===== config.mk =====
export PLATFORM = sky130hd
export DESIGN_NAME = clock_panel_ctrl
export DESIGN_NICKNAME = d
export VERILOG_FILES = /design/src/rtl/clock_panel_ctrl.sv
export SDC_FILE = /design/constraint.sdc
export NUM_CORES = 1
export LEC_CHECK = 0
export CORE_MARGIN = 3
export CORE_UTILIZATION = 65
export DETAILED_ROUTE_END_ITERATION = 12
export PLACE_DENSITY = 0.84
export SLEW_MARGIN = 10
export SYNTH_ARGS = -nofsm -noshare
export SYNTH_HDL_FRONTEND = slang
export SYNTH_SLANG_ARGS = --single-unit

===== constraint.sdc =====
create_clock -name clk -period 3 [get_ports clk]
set_input_delay 0.3 -clock clk [delete_from_list [all_inputs] [get_ports clk]]
set_output_delay 0.3 -clock clk [all_outputs]
set_load 0.005 [all_outputs]

===== src/rtl/clock_panel_ctrl.sv =====
// clock_panel_ctrl: front-panel controller for the processor clock divider.
// Debounces the panel buttons, cycles the divider frequency select, runs the
// RUN / HALTED / single-step FSM using clk_out as feedback, and generates the
// divider/processor reset pulse.
module clock_panel_ctrl #(
    parameter int unsigned DEBOUNCE_CYCLES  = 250000,
    parameter int unsigned RST_PULSE_CYCLES = 16,
    parameter logic [1:0]  FREQ_INIT        = 2'b00
) (
    input  logic       clk,
    input  logic       reset,
    input  logic       btn_freq,
    input  logic       btn_run,
    input  logic       btn_step,
    input  logic       btn_rst,
    input  logic       cpu_halt,
    input  logic       clk_out,
    output logic [1:0] freq,
    output logic [1:0] Halt,
    output logic       div_reset,
    output logic       running,
    output logic       stepping
);

    localparam int unsigned NBTN     = 4;
    localparam int unsigned BTN_FREQ = 0;
    localparam int unsigned BTN_RUN  = 1;
    localparam int unsigned BTN_STEP = 2;
    localparam int unsigned BTN_RST  = 3;
    localparam int unsigned DB_W     = (DEBOUNCE_CYCLES > 1) ? $clog2(DEBOUNCE_CYCLES) : 1;
    localparam int unsigned RP_W     = (RST_PULSE_CYCLES > 1) ? $clog2(RST_PULSE_CYCLES) : 1;
    localparam logic [DB_W-1:0] DB_LAST = DB_W'(DEBOUNCE_CYCLES - 1);
    localparam logic [RP_W-1:0] RP_LAST = RP_W'(RST_PULSE_CYCLES - 1);
    localparam logic [1:0] HALT_RUN  = 2'b00;
    localparam logic [1:0] HALT_HOLD = 2'b10;

    typedef enum logic [1:0] {
        S_HALTED    = 2'b00,
        S_RUN       = 2'b01,
        S_STEP_FALL = 2'b10,
        S_STEP_RISE = 2'b11
    } state_t;

    logic [NBTN-1:0] w_btn_raw;
    logic [NBTN-1:0] w_btn_pulse;
    logic            w_freq_p;
    logic            w_run_p;
    logic            w_step_p;
    logic            w_rst_p;
    logic            w_halt_s;
    logic            w_clk_s;

    logic [1:0]      r_fb_s1;
    logic [1:0]      r_fb_s2;
    logic [RP_W-1:0] r_rp_cnt;
    logic            r_div_reset;
    logic [1:0]      r_freq;
    state_t          r_state;
    logic [1:0]      r_halt;
    logic            r_running;
    logic            r_stepping;

    assign w_btn_raw = {btn_rst, btn_step, btn_run, btn_freq};

    // Per-button synchronizer, debounce counter and rising-edge pulse
    for (genvar g = 0; g < NBTN; g++) begin : g_btn
        logic            r_s1;
        logic            r_s2;
        logic            r_acc;
        logic            r_acc_d;
        logic [DB_W-1:0] r_cnt;

        // Synchronize, then accept the level once it has differed for DEBOUNCE_CYCLES cycles
        always_ff @(posedge clk) begin
            if (!reset) begin
                r_s1    <= 1'b0;
                r_s2    <= 1'b0;
                r_acc   <= 1'b0;
                r_acc_d <= 1'b0;
                r_cnt   <= '0;
            end else begin
                r_s1    <= w_btn_raw[g];
                r_s2    <= r_s1;
                r_acc_d <= r_acc;
                if (r_s2 == r_acc) begin
                    r_cnt <= '0;
                end else if (r_cnt == DB_LAST) begin
                    r_cnt <= '0;
                    r_acc <= r_s2;
                end else begin
                    r_cnt <= r_cnt + DB_W'(1);
                end
            end
        end

        assign w_btn_pulse[g] = r_acc & ~r_acc_d;
    end

    assign w_freq_p = w_btn_pulse[BTN_FREQ];
    assign w_run_p  = w_btn_pulse[BTN_RUN];
    assign w_step_p = w_btn_pulse[BTN_STEP];
    assign w_rst_p  = w_btn_pulse[BTN_RST];

    // Two-flop synchronizers for the fed-back divider clock and the processor halt level
    always_ff @(posedge clk) begin
        if (!reset) begin
            r_fb_s1 <= '0;
            r_fb_s2 <= '0;
        end else begin
            r_fb_s1 <= {cpu_halt, clk_out};
            r_fb_s2 <= r_fb_s1;
        end
    end

    assign w_halt_s = r_fb_s2[1];
    assign w_clk_s  = r_fb_s2[0];

    // Divider/processor reset pulse: started by reset release, restarted by btn_rst
    always_ff @(posedge clk) begin
        if (!reset) begin
            r_div_reset <= 1'b1;
            r_rp_cnt    <= '0;
        end else if (w_rst_p) begin
            r_div_reset <= 1'b1;
            r_rp_cnt    <= '0;
        end else if (r_div_reset) begin
            if (r_rp_cnt == RP_LAST) begin
                r_div_reset <= 1'b0;
            end else begin
                r_rp_cnt <= r_rp_cnt + RP_W'(1);
            end
        end
    end

    // Frequency select advances on every freq pulse, independent of the FSM
    always_ff @(posedge clk) begin
        if (!reset) begin
            r_freq <= FREQ_INIT;
        end else if (w_freq_p) begin
            r_freq <= r_freq + 2'd1;
        end
    end

    // RUN / HALTED / single-step FSM; outputs are loaded together with the next state
    always_ff @(posedge clk) begin
        if (!reset || w_rst_p || r_div_reset) begin
            r_state    <= S_HALTED;
            r_halt     <= HALT_HOLD;
            r_running  <= 1'b0;
            r_stepping <= 1'b0;
        end else begin
            case (r_state)
                S_HALTED: begin
                    if (w_run_p) begin
                        r_state   <= S_RUN;
                        r_halt    <= HALT_RUN;
                        r_running <= 1'b1;
                    end else if (w_step_p) begin
                        r_state    <= S_STEP_FALL;
                        r_halt     <= HALT_RUN;
                        r_stepping <= 1'b1;
                    end
                end
                S_RUN: begin
                    if (w_run_p || w_halt_s) begin
                        r_state   <= S_HALTED;
                        r_halt    <= HALT_HOLD;
                        r_running <= 1'b0;
                    end
                end
                S_STEP_FALL: begin
                    if (!w_clk_s) begin
                        r_state <= S_STEP_RISE;
                    end
                end
                S_STEP_RISE: begin
                    // Freeze the divider right after the single processor rising edge
                    if (w_clk_s) begin
                        r_state    <= S_HALTED;
                        r_halt     <= HALT_HOLD;
                        r_stepping <= 1'b0;
                    end
                end
                default: begin
                    r_state    <= S_HALTED;
                    r_halt     <= HALT_HOLD;
                    r_running  <= 1'b0;
                    r_stepping <= 1'b0;
                end
            endcase
        end
    end

    assign freq      = r_freq;
    assign Halt      = r_halt;
    assign div_reset = r_div_reset;
    assign running   = r_running;
    assign stepping  = r_stepping;

endmodule


# [After elaboration in Yosys (flattened, before gate mapping)]
# Index checks and enable logic that the tools add are counted.
[word_totals] ff_bits=105 output_inout_bits=7 word_cells=110
[classes] addsub=6 n_eq_ne=19 mux=20 n_bitwise=14 n_reduce_logical=22
[op_table] cell="$add A18 B1 Y18 const B" n=4
[op_table] cell="$eq A18 B18 Y1 const B" n=4
[op_table] cell="$mux W2" n=9
[op_table] cell="$ne A2 B2 Y1 const B" n=6
[op_table] cell="$reduce_and A4 Y1" n=3
[op_table] cell="$reduce_or A3 Y1" n=4
[op_table] cell="$not A1 Y1" n=10
[op_table] cell="$reduce_and A2 Y1" n=5
[op_table] cell="$pmux W2 S4" n=1
[op_table] cell="$mux W1" n=7
[op_table] cell="$pmux W2 S3" n=1
[op_table] cell="$add A4 B1 Y4 const B" n=1
[op_table] cell="$and A1 B1 Y1" n=4
[op_table] cell="$eq A1 B1 Y1" n=4
[op_table] cell="$eq A2 B2 Y1 const B" n=2
[op_table] cell="$eq A4 B4 Y1 const B" n=1
[op_table] cell="$pmux W1 S2" n=2
[op_table] cell="$reduce_bool A2 Y1" n=2
[op_table] cell="$logic_or A1 B1 Y1" n=3
[op_table] cell="$ne A3 B3 Y1 const B" n=1
[op_table] cell="$reduce_and A3 Y1" n=1
[op_table] cell="$reduce_bool A3 Y1" n=1
[op_table] cell="$add A2 B1 Y2 const B" n=1
[op_table] cell="$eq A2 B1 Y1 const B" n=1
[op_table] cell="other kinds (3)" n=3

# [Logic depth before layout (Yosys ltp)]
[depth] ltp_word=5 mapped_depth=6 depth_no_buf=5

# [Least setup slack after synthesis]
# No wires, ideal clock.
[synth_path] path_type="flip-flop to flip-flop" start="reg g_btn[0].r_cnt[0]" end="reg g_btn[0].r_cnt[10]" setup_time_ns=0.115 arrival_time_ns=1.721 slack_ns=1.165 path_stages_with_launch=7 path_buffers=1 cell_sequence="dfxtp_1 -> ha_1 -> nand3_2 -> or4_4 -> o211ai_4 -> buf_4 -> nor2_1"
[synth_between] elab_chain_len=2 word_cells_on_any_way=3 cone_classes="add/sub: 1; eq/ne: 1; reduce/logical: 1"
[synth_lines] item="start: declaration" line_no="71" rtl="logic [DB_W-1:0] r_cnt;"
[synth_lines] item="start signal: assignment" line_no="91" rtl="r_cnt <= r_cnt + DB_W'(1);"
[synth_lines] item="branches (longest 2 deep; another with $add A18 B1 Y18)"
# Parallel ways; which one is timed is not known.
# A chain may end at the register's enable or synchronous reset.

# [Worst setup path after layout]
[layout_path] start="reg g_btn[1].r_cnt[0]" end="reg g_btn[1].r_cnt[6]"
[layout_between] elab_chain_len=2 word_cells_on_any_way=3 cone_classes="add/sub: 1; eq/ne: 1; reduce/logical: 1"
[layout_lines] item="start: declaration" line_no="71"
[layout_lines] item="start signal: assignment" line_no="91"
[layout_lines] item="branches (longest 2 deep; another with $add A18 B1 Y18)"
# Parallel ways; which one is timed is not known.

==> metrics.md <==
| Metric | Value |
|---|---|
| Residual DRC | `0` |
| Final nets | `518` |
| Die Wd | `89.0 um` |
| CTS Buffer Depth | `2` |
| Sequential area share after synthesis | `46.5%` |
| Slew HR | `41.2%` |
| GRT Overall Usage | `21.8%` |
| Worst Path Required | `3.23 ns` |
| Cell area after placement | `0.00465 mm2` |
| Hold Crit Class | `reg -> reg` |
| Vias in the first global route | `3238` |
| CTS tree | `built` |
| Setup bufs post-CTS | `0` |
| Iter 0 DRT Violations | `151` |
| Placeable core area | `0.00649 mm2` |
| Most common cell after layout, fill and taps aside | `dfxtp_1` |
| Die Ht | `89.0 um` |
| Slack of the critical path | `0.898 ns` |
| Startpoint types | `register` |
| Tot Pwr | `2.32 mW` |
| Minimum clock period | `2.10 ns` |
| Worst-Skew Late Latency | `0.36 ns` |
| Worst hold margin | `0.451 ns` |
| CTS buffer count | `9` |
| Leakage | `1.59 nW` |
| Vias per inst | `5.67` |
| Unrepaired setup endpoints after global routing | `no` |
| Die area | `0.00792 mm2` |
| Seq cells post-synth | `104` |
| Pre-CTS WS | `0.922 ns` |
| Tcrit/Tclk final | `70.1%` |
| Most frequent cells in the layout | `104 x dfxtp_1, 82 x nor2_1, 39 x xnor2_1, 27 x nand2_1, 27 x nand3_1` |
| Starting density of the core | `69.0%` |
| Clock H-tree levels | `3` |
| Synth-to-Final Area Change | `8.44%` |
| Remaining Overflow, GRT | `0` |
| Pwr Density | `478 mW/mm2` |
| MaxCap Viol Count | `0` |
| Post-synth EDFFs | `0` |
| Final Cell Area | `0.00486 mm2` |
| First-pass GRT wire length | `13.8 mm` |
| Worst-path clk slew | `0.10 ns` |
| Via count | `3331` |
| CP Max Fanout | `16` |
| Worst vdd ir | `0.000346 V` |
| Final setup fails | `0` |
| Crit end category | `register` |
| Post-CTS Resized | `0` |
| WS Path Type | `reg -> reg` |
| Root Driver | `clkbuf_8` |
| Layout cells sized above 1 | `5.88%` |
| DR pass1 iterations | `4` |
| Fmax | `476 MHz` |
| Distinct cells, synth | `44` |
| Least-Margin Pin Slew | `0.879 ns` |
| YS warnings | `0` |
| CTS Hold Bufs | `0` |
| Final wirelength | `7.82 mm` |
| Largest net degree at the start of global routing | `31` |
| Syn Nets | `506` |
| Skew final | `0.00906 ns` |
| Initial antenna violation count | `0` |
| Antenna Nets Post-Route | `0` |
| Core Rows | `29` |
| Placer congestion estimate | `0.865` |
| Synth Flop Type | `dfxtp_1` |
| Setup TNS | `0 ns` |
| Synthesized instance count | `493` |
| Antenna diodes | `0` |
| Sink Count | `104` |
| Max-slew violation count | `0` |
| Synthesized area per cell | `9.09 um2` |
| Hpwl dp | `5.36 mm` |
| Mapped Area | `0.00448 mm2` |
| Crit path DAT | `2.33 ns` |
| I/O pin cnt | `15` |
| Port Buf Inserts | `13` |
| Status | `finished, final reports clean` |
| Final Hold Fails | `0` |
| Async SR Flop Fraction | `0%` |
| Wire per inst | `13.3 um` |
[worst max-delay path, cell delays in order (launching register included)]
cell and delay (ns):
dfxtp_1 0.39, ha_1 0.21, nand3_2 0.18, or3_1 0.48, o21ai_2 0.56, nor2_1 0.14
[worst paths after layout]
| path | startpoint | slack (ns) | cells after the start | end |
|---|---|---|---|---|
| worst max-delay path | g_btn[1].r_cnt[0]$_SDFF_PP0_ | 0.90 | 5 | g_btn[1].r_cnt[6]$_SDFF_PP0_ |
| worst min-delay path | r_fb_s1[1]$_SDFF_PN0_ | 0.45 | 1 | r_fb_s2[1]$_SDFF_PN0_ |
| worst max register to register | g_btn[1].r_cnt[0]$_SDFF_PP0_ | 0.90 | 5 | g_btn[1].r_cnt[6]$_SDFF_PP0_ |
| worst min register to register | r_fb_s1[1]$_SDFF_PN0_ | 0.45 | 1 | r_fb_s2[1]$_SDFF_PN0_ |
[cells by family after synthesis]
group,count (synthesis),share of synthesized area (%)
AO/OA/AOI/OAI,37,6.37
XOR/XNOR,63,12.3
adder cells (fa/ha/maj),5,1.40
buffers and inverters,29,2.71
flip-flops,104,46.5
multiplexers,4,0.922
other,1,0.0837
AND/OR/NAND/NOR,250,29.7
[flip-flops by register name, indices dropped and copies added (netlist names)]
signal and count:
r_state 2, stepping 1, Halt 1, r_fb_s2 2, g_btn.r_acc_d 4, r_rp_cnt 4, g_btn.r_s2 4, g_btn.r_acc 4
running 1, g_btn.r_s1 4, g_btn.r_cnt 72, div_reset 1, r_fb_s1 2, freq 2
[report_power, final]
part           total, mW  switching, mW  internal [mW]
sequential          1.40        0.00757           1.39
clock              0.881          0.463          0.418
combinational     0.0434         0.0224         0.0210
total               2.32          0.493           1.83
[cell type report]
type	instances	area (um2)
multi-input cells	360	2280
flip-flops and latches	104	2080
fillers	467	1640
clock buffers	11	141
repair buffers	14	138
well taps	77	96.3
clock inverters	5	63.8
inverters	16	60.1
[metal layers]
layer	track usage [%]	vias up	wire length [um]	part of all wire, %
met5	0	-	0	0
met2	37.4	60	3850	49
met1	25.8	1527	3570	46
met4	7.85	0	136	1.7
li1	-	1725	-	-
met3	6.64	19	260	3.3
[synth_stat cells (6+ instances only)]
master / n / share of area [%]
a21oi_1: 13 / 1.5
nor4_1: 18 / 2.5
dfxtp_1: 104 / 46
nand4_1: 18 / 2.5
and2_1: 21 / 2.9
inv_1: 16 / 1.3
clkbuf_1: 7 / 0.59
o31ai_1: 6 / 1.0
and3_1: 6 / 0.84
xor2_1: 24 / 4.7
o21ai_0: 7 / 0.78
xnor2_1: 39 / 7.6
nor3_1: 13 / 1.5
or3_1: 7 / 0.98
nor2_1: 82 / 6.9
nand3_1: 27 / 3.0
nand2_1: 27 / 2.3
[per-stage QoR]
| step | util (%) | cells |
|---|---|---|
| final | 74.8 | 587 |
| after global routing | 74.8 | 587 |
| after CTS | 74.8 | 587 |
| after detailed placement | 71.6 | 571 |
| after global placement | 71.6 | 571 |
| after floorplan | - | 493 |
Power figures use the tool's default switching activity.
==> patch 1, RTL diff (same flow settings) <==
The 4 states of `state_t` get a Gray code encoding in 2 bits.
--- a/src/rtl/clock_panel_ctrl.sv
+++ b/src/rtl/clock_panel_ctrl.sv
@@ -37,8 +37,8 @@
     typedef enum logic [1:0] {
         S_HALTED    = 2'b00,
         S_RUN       = 2'b01,
-        S_STEP_FALL = 2'b10,
-        S_STEP_RISE = 2'b11
+        S_STEP_FALL = 2'b11,
+        S_STEP_RISE = 2'b10
     } state_t;
 
     logic [NBTN-1:0] w_btn_raw;
Behaviour: no difference found for any inputs over 10 cycles, from zero or initial values and one cycle with reset low; not proved beyond that.
==> patch 1 against the original RTL <==
Sequential cell count did not move; total power is 2.7% lower; synthesized area down 0.20%; maximum frequency decreased by 1.9%; routed wire length grew 5.0%; worst setup slack lost 0.040 ns; die area is 0.19% lower; design area is 0.33% lower; largest power group unchanged.
==> patch 1: results (changes against the original RTL) <==
yosys warns: 0 (unchanged)
asr flop ratio synth: 0% (unchanged)
Yosys top cell by area: dfxtp_1 (unchanged)
TritonCTS Buffers: 9 (unchanged)
Seq/Total Area, Yosys: 46.6% (was 46.5%)
Clock Path Buffers: 2 (unchanged)
syn avg cell area: 8.91 um2 (was 9.09 um2)
commonest cells in the netlist: dfxtp_1, nor2_1, xnor2_1, nand3_1, inv_1 (was dfxtp_1, nor2_1, xnor2_1, nand2_1, nand3_1)
Detailed Route WL: 8.21 mm (was 7.82 mm)
CP max stage cell: o21ai_2 (unchanged)
layout cell share with drive strength beyond 1: 5.16% (was 5.88%)
first-pass GRT wire length: 14.3 mm (was 13.8 mm)
worst reg-to-reg setup slack: 0.86 ns (was 0.90 ns)
Post-Place Cells: 584 (was 571)
Peak supply drop: 0.299 mV (was 0.346 mV)
Synth area leaders: dfxtp_1, xnor2_1, nor2_1, xor2_1, nand3_1 (unchanged)
leakage: 1.56 nW (was 1.59 nW)
worst-case reg-to-reg path depth: 4 (was 5)
DP HPWL: 5.76 mm (was 5.36 mm)
initial antenna violation count: 0 (unchanged)
Startpoint Class: register (unchanged)
Post-DP Area: 4660 um2 (was 4650 um2)
Sw Share: 23.4% (was 21.2%)
skew final: 0.0134 ns (was 0.00906 ns)
crit-path max cell delay: 0.55 ns
Worst slew margin: 54.7% (was 41.2%)
syn_nets: 519 (was 506)
Synth cell types: 47 (was 44)
delay-heaviest family, CP: simple AND/OR/NAND/NOR gates (unchanged)
Clock Latency Late Sink: 0.37 ns
n_diodes: 0 (unchanged)
Resize count post-CTS: 0 (unchanged)
DRT Pass-1 Iters: 4 (unchanged)
# fillers: 471 (was 467)
Post-synth EDFFs: 0 (unchanged)
largest net degree at the start of global routing: 24 (was 31)
worst reg2reg startpoint: g_btn[0].r_cnt[7]$_SDFF_PP0_ (was g_btn[1].r_cnt[0]$_SDFF_PP0_)
hold crit path type: reg -> reg (unchanged)
status: completed (unchanged)
max reg flops: 72 (unchanged)
Critical Path End: g_btn[0].r_cnt[4]$_SDFF_PP0_ (was g_btn[1].r_cnt[6]$_SDFF_PP0_)
Clock transition at path regs: 0.11 ns
Worst Path Arrival: 2.37 ns (was 2.33 ns)
vias post-DR: 3503 (was 3331)
drt via density: 5.84 (was 5.67)
Reg with most FFs: g_btn.r_cnt (unchanged)
Net count, final: 535 (was 518)
GRT Util Overall: 22.8% (was 21.8%)
Root Buffer: clkbuf_8 (unchanged)
Initial DRC Count: 148 (was 151)
port buffer count: 13 (unchanged)
largest fanout on the critical path: 18 (was 16)
vias in the first global route: 3291 (was 3238)
Post-CTS Setup Inserts: 0 (unchanged)
Max H-tree Level: 3 (unchanged)
RD Place Congestion: 0.881 (was 0.865)
-- patch 1: cell families after synthesis --
group | Yosys count | synth area share, %
other cells | 1 | 0.0839
simple gates | 237 | 27.7
flops | 104 | 46.6
xor+xnor | 57 | 11.2
fa+ha+maj | 9 | 2.52
mux | 3 | 0.672
buf+inv | 36 | 3.44
compound gates | 55 | 7.89
-- patch 1: power by group through the flow --
stage	sequential [W]	combinational [W]	clock (W)
2_1_floorplan	0.00143	0.0000286	0
3_3_place_gp	0.00143	0.0000428	0
3_5_place_dp	0.00143	0.0000449	0
4_1_cts	0.00140	0.0000453	0.000836
5_1_grt	0.00140	0.0000518	0.000896
6_report	0.00140	0.0000447	0.000817
-- patch 1: routing by layer --
metal | vias to the layer above | wire length, um | GRT usage (%)
met5 | - | 0 | 0
met4 | 0 | 140 | 8.93
met3 | 12 | 301 | 5.16
met2 | 71 | 4010 | 38.2
met1 | 1647 | 3750 | 28.6
li1 | 1773 | - | -
-- patch 1: area by class of cell --
type	count	area share [%]
clock buffers	9	2.56
clock inverters	7	1.27
inverters	26	2.02
multi-input cells	362	46.2
flip-flops and latches	104	43.0
well taps	77	1.99
repair buffers	15	3.00
-- patch 1: metrics by stage --
step                utilization [%]  worst slack, ns  hold WS [ns]
finish                         74.5            0.858         0.443
floorplan                         -             1.08         0.412
global route                   74.5            0.656         0.446
CTS                            74.5            0.836         0.443
global placement               71.7            0.932         0.414
detailed placement             71.7            0.858         0.419
-- patch 1: how the worst min path moves through the flow --
stage | start | endpoint | slack [ns] | cells past startpoint
floorplan | g_btn[0].r_s1$_SDFF_PN0_ | g_btn[0].r_s2$_SDFF_PN0_ | 0.41 | 1
global placement | g_btn[3].r_s1$_SDFF_PN0_ | g_btn[3].r_s2$_SDFF_PN0_ | 0.41 | 1
detailed placement | g_btn[1].r_s1$_SDFF_PN0_ | g_btn[1].r_s2$_SDFF_PN0_ | 0.42 | 1
CTS | g_btn[3].r_s1$_SDFF_PN0_ | g_btn[3].r_s2$_SDFF_PN0_ | 0.44 | 1
global route | g_btn[3].r_s1$_SDFF_PN0_ | g_btn[3].r_s2$_SDFF_PN0_ | 0.45 | 1
finish | g_btn[3].r_s1$_SDFF_PN0_ | g_btn[3].r_s2$_SDFF_PN0_ | 0.44 | 1
==> patch 2, RTL diff (same settings) <==
Made on the original files. Set the parameter `DEBOUNCE_CYCLES` to 1000000 (it was 250000).
--- a/src/rtl/clock_panel_ctrl.sv
+++ b/src/rtl/clock_panel_ctrl.sv
@@ -3,7 +3,7 @@
 // RUN / HALTED / single-step FSM using clk_out as feedback, and generates the
 // divider/processor reset pulse.
 module clock_panel_ctrl #(
-    parameter int unsigned DEBOUNCE_CYCLES  = 250000,
+    parameter int unsigned DEBOUNCE_CYCLES  = 1000000,
     parameter int unsigned RST_PULSE_CYCLES = 16,
     parameter logic [1:0]  FREQ_INIT        = 2'b00
 ) (
Formal check against the unedited RTL: no difference found for any inputs over 10 cycles, from zero or initial values and one cycle with reset low; that may be too few to reach the edited logic, so the function may still have changed.
==> patch 2 against the original RTL <==
Critical endpoint is now g_btn[0].r_cnt[7]$_SDFF_PP0_; maximum frequency is 10% lower; design area rose by 6.8%; worst hold slack lost 0.0098 ns; total power rose by 3.0%; largest cell class unchanged; count of clock-buffer cells in the layout did not move; sequential share of layout area grew 0.35 points; core utilization fell by 0.46 points; critical path type unchanged; synthesized area grew 6.9%; combinational power rose by 5.1%; routed wire length is 13% higher; worst setup slack worse by 0.23 ns; global-route usage is essentially flat; sequential cell count up 8; cell count increased by 12%.
==> patch 2: results (changes against the original RTL) <==
status: completed (unchanged)
Non-clock buffering overhead: 3.09% (was 2.83%)
WHS Endpoint: g_btn[0].r_s2$_SDFF_PN0_ (was r_fb_s2[1]$_SDFF_PN0_)
Post-DP Area: 5000 um2 (was 4650 um2)
Initial DRC Count: 125 (was 151)
Seq/Total Area, Yosys: 46.8% (was 46.5%)
register share of total power: 62.9% (was 60.2%)
GRT Util Overall: 21.8% (about the same)
largest fanout on the critical path: 12 (was 16)
RD Place Congestion: 0.907 (was 0.865)
skew final: 0.00626 ns (was 0.00906 ns)
adder-cell share of the synthesized area: 1.31% (was 1.40%)
# fillers: 526 (was 467)
fraction of area in registers: 43.2% (was 42.9%)
Clk pwr share: 35.2% (was 37.9%)
pre-CTS setup slack: 0.705 ns (was 0.922 ns)
multi-input gate share of total cell area: 46.2% (was 46.9%)
commonest cells in the netlist: dfxtp_1, nor2_1, nand2_1, xnor2_1, nand3_1 (was dfxtp_1, nor2_1, xnor2_1, nand2_1, nand3_1)
Net count, final: 569 (was 518)
vias post-DR: 3716 (was 3331)
Hold Path Origin: g_btn[0].r_s1$_SDFF_PN0_ (was r_fb_s1[1]$_SDFF_PN0_)
Peak supply drop: 0.336 mV (was 0.346 mV)
leakage: 1.62 nW (was 1.59 nW)
CP max stage cell: or4_1 (was o21ai_2)
worst reg2reg startpoint: g_btn[0].r_cnt[6]$_SDFF_PP0_ (was g_btn[1].r_cnt[0]$_SDFF_PP0_)
worst reg-to-reg setup slack: 0.66 ns (was 0.90 ns)
Synth cell types: 45 (was 44)
Final clock-cell share: 3.67% (was 4.22%)
vias in the first global route: 3505 (was 3238)
first-pass GRT wire length: 15.4 mm (was 13.8 mm)
Signal inverters: 21 (was 16)
largest net degree at the start of global routing: 20 (was 31)
Synth area leaders: dfxtp_1, xnor2_1, nor2_1, xor2_1, nand3_1 (unchanged)
Detailed Route WL: 8.83 mm (was 7.82 mm)
mux cell area share after synthesis: 0% (was 0.922%)
layout cell share with drive strength beyond 1: 6.06% (was 5.88%)
Synth Area in XOR/XNOR: 10.6% (was 12.3%)
syn avg cell area: 8.82 um2 (was 9.09 um2)
multi-input gates: 395 (was 360)
Plain + repair buffers: 17 (was 14)
clk sink count: 112 (was 104)
Slew @ Worst Pin: 0.771 ns (was 0.879 ns)
Multi-input gate area: 2400 um2 (was 2280 um2)
Reg-to-Reg End: g_btn[0].r_cnt[7]$_SDFF_PP0_ (was g_btn[1].r_cnt[6]$_SDFF_PP0_)
Compound-Gate Fraction of Synth Area: 9.06% (was 6.37%)
-- patch 2: changes by cell type after synthesis, moves of 6 or more --
cell,unedited run,this run
a21oi_1,13,30
dfxtp_1,104,112
nand2_1,27,36
nand3_1,27,33
nand4_1,18,11
nor2_1,82,69
nor4_1,18,11
o21ai_0,7,17
or3_1,7,18
or4_1,5,15
-- patch 2: how the worst max path moves through the flow --
stage / from / to / slack, ns
after floorplan: g_btn[3].r_cnt[0]$_SDFF_PP0_ / g_btn[3].r_cnt[18]$_SDFF_PP0_ / 1.06
after global placement: g_btn[0].r_cnt[6]$_SDFF_PP0_ / g_btn[0].r_cnt[12]$_SDFF_PP0_ / 0.76
after detailed placement: g_btn[0].r_cnt[6]$_SDFF_PP0_ / g_btn[0].r_cnt[5]$_SDFF_PP0_ / 0.70
after CTS: g_btn[0].r_cnt[6]$_SDFF_PP0_ / g_btn[0].r_cnt[5]$_SDFF_PP0_ / 0.68
after global routing: g_btn[0].r_cnt[6]$_SDFF_PP0_ / g_btn[0].r_cnt[5]$_SDFF_PP0_ / 0.55
final: g_btn[0].r_cnt[6]$_SDFF_PP0_ / g_btn[0].r_cnt[7]$_SDFF_PP0_ / 0.66
-- patch 2: per-stage QoR --
| step | hold WS [ns] | power, W | cells |
|---|---|---|---|
| 2_1_floorplan | 0.412 | 0.00157 | 543 |
| 3_3_place_gp | 0.415 | 0.00158 | 641 |
| 3_5_place_dp | 0.420 | 0.00159 | 641 |
| 4_1_cts | 0.449 | 0.00242 | 657 |
| 5_1_grt | 0.463 | 0.00248 | 657 |
| 6_report | 0.441 | 0.00239 | 657 |
-- patch 2: routing by layer --
metal  up-vias  track usage [%]  wire length (um)
met4         0             7.18                99
li1       1932                -                 -
met2        58             37.2              4340
met5         -                0                 0
met3        10             4.76               262
met1      1716             27.4              4120
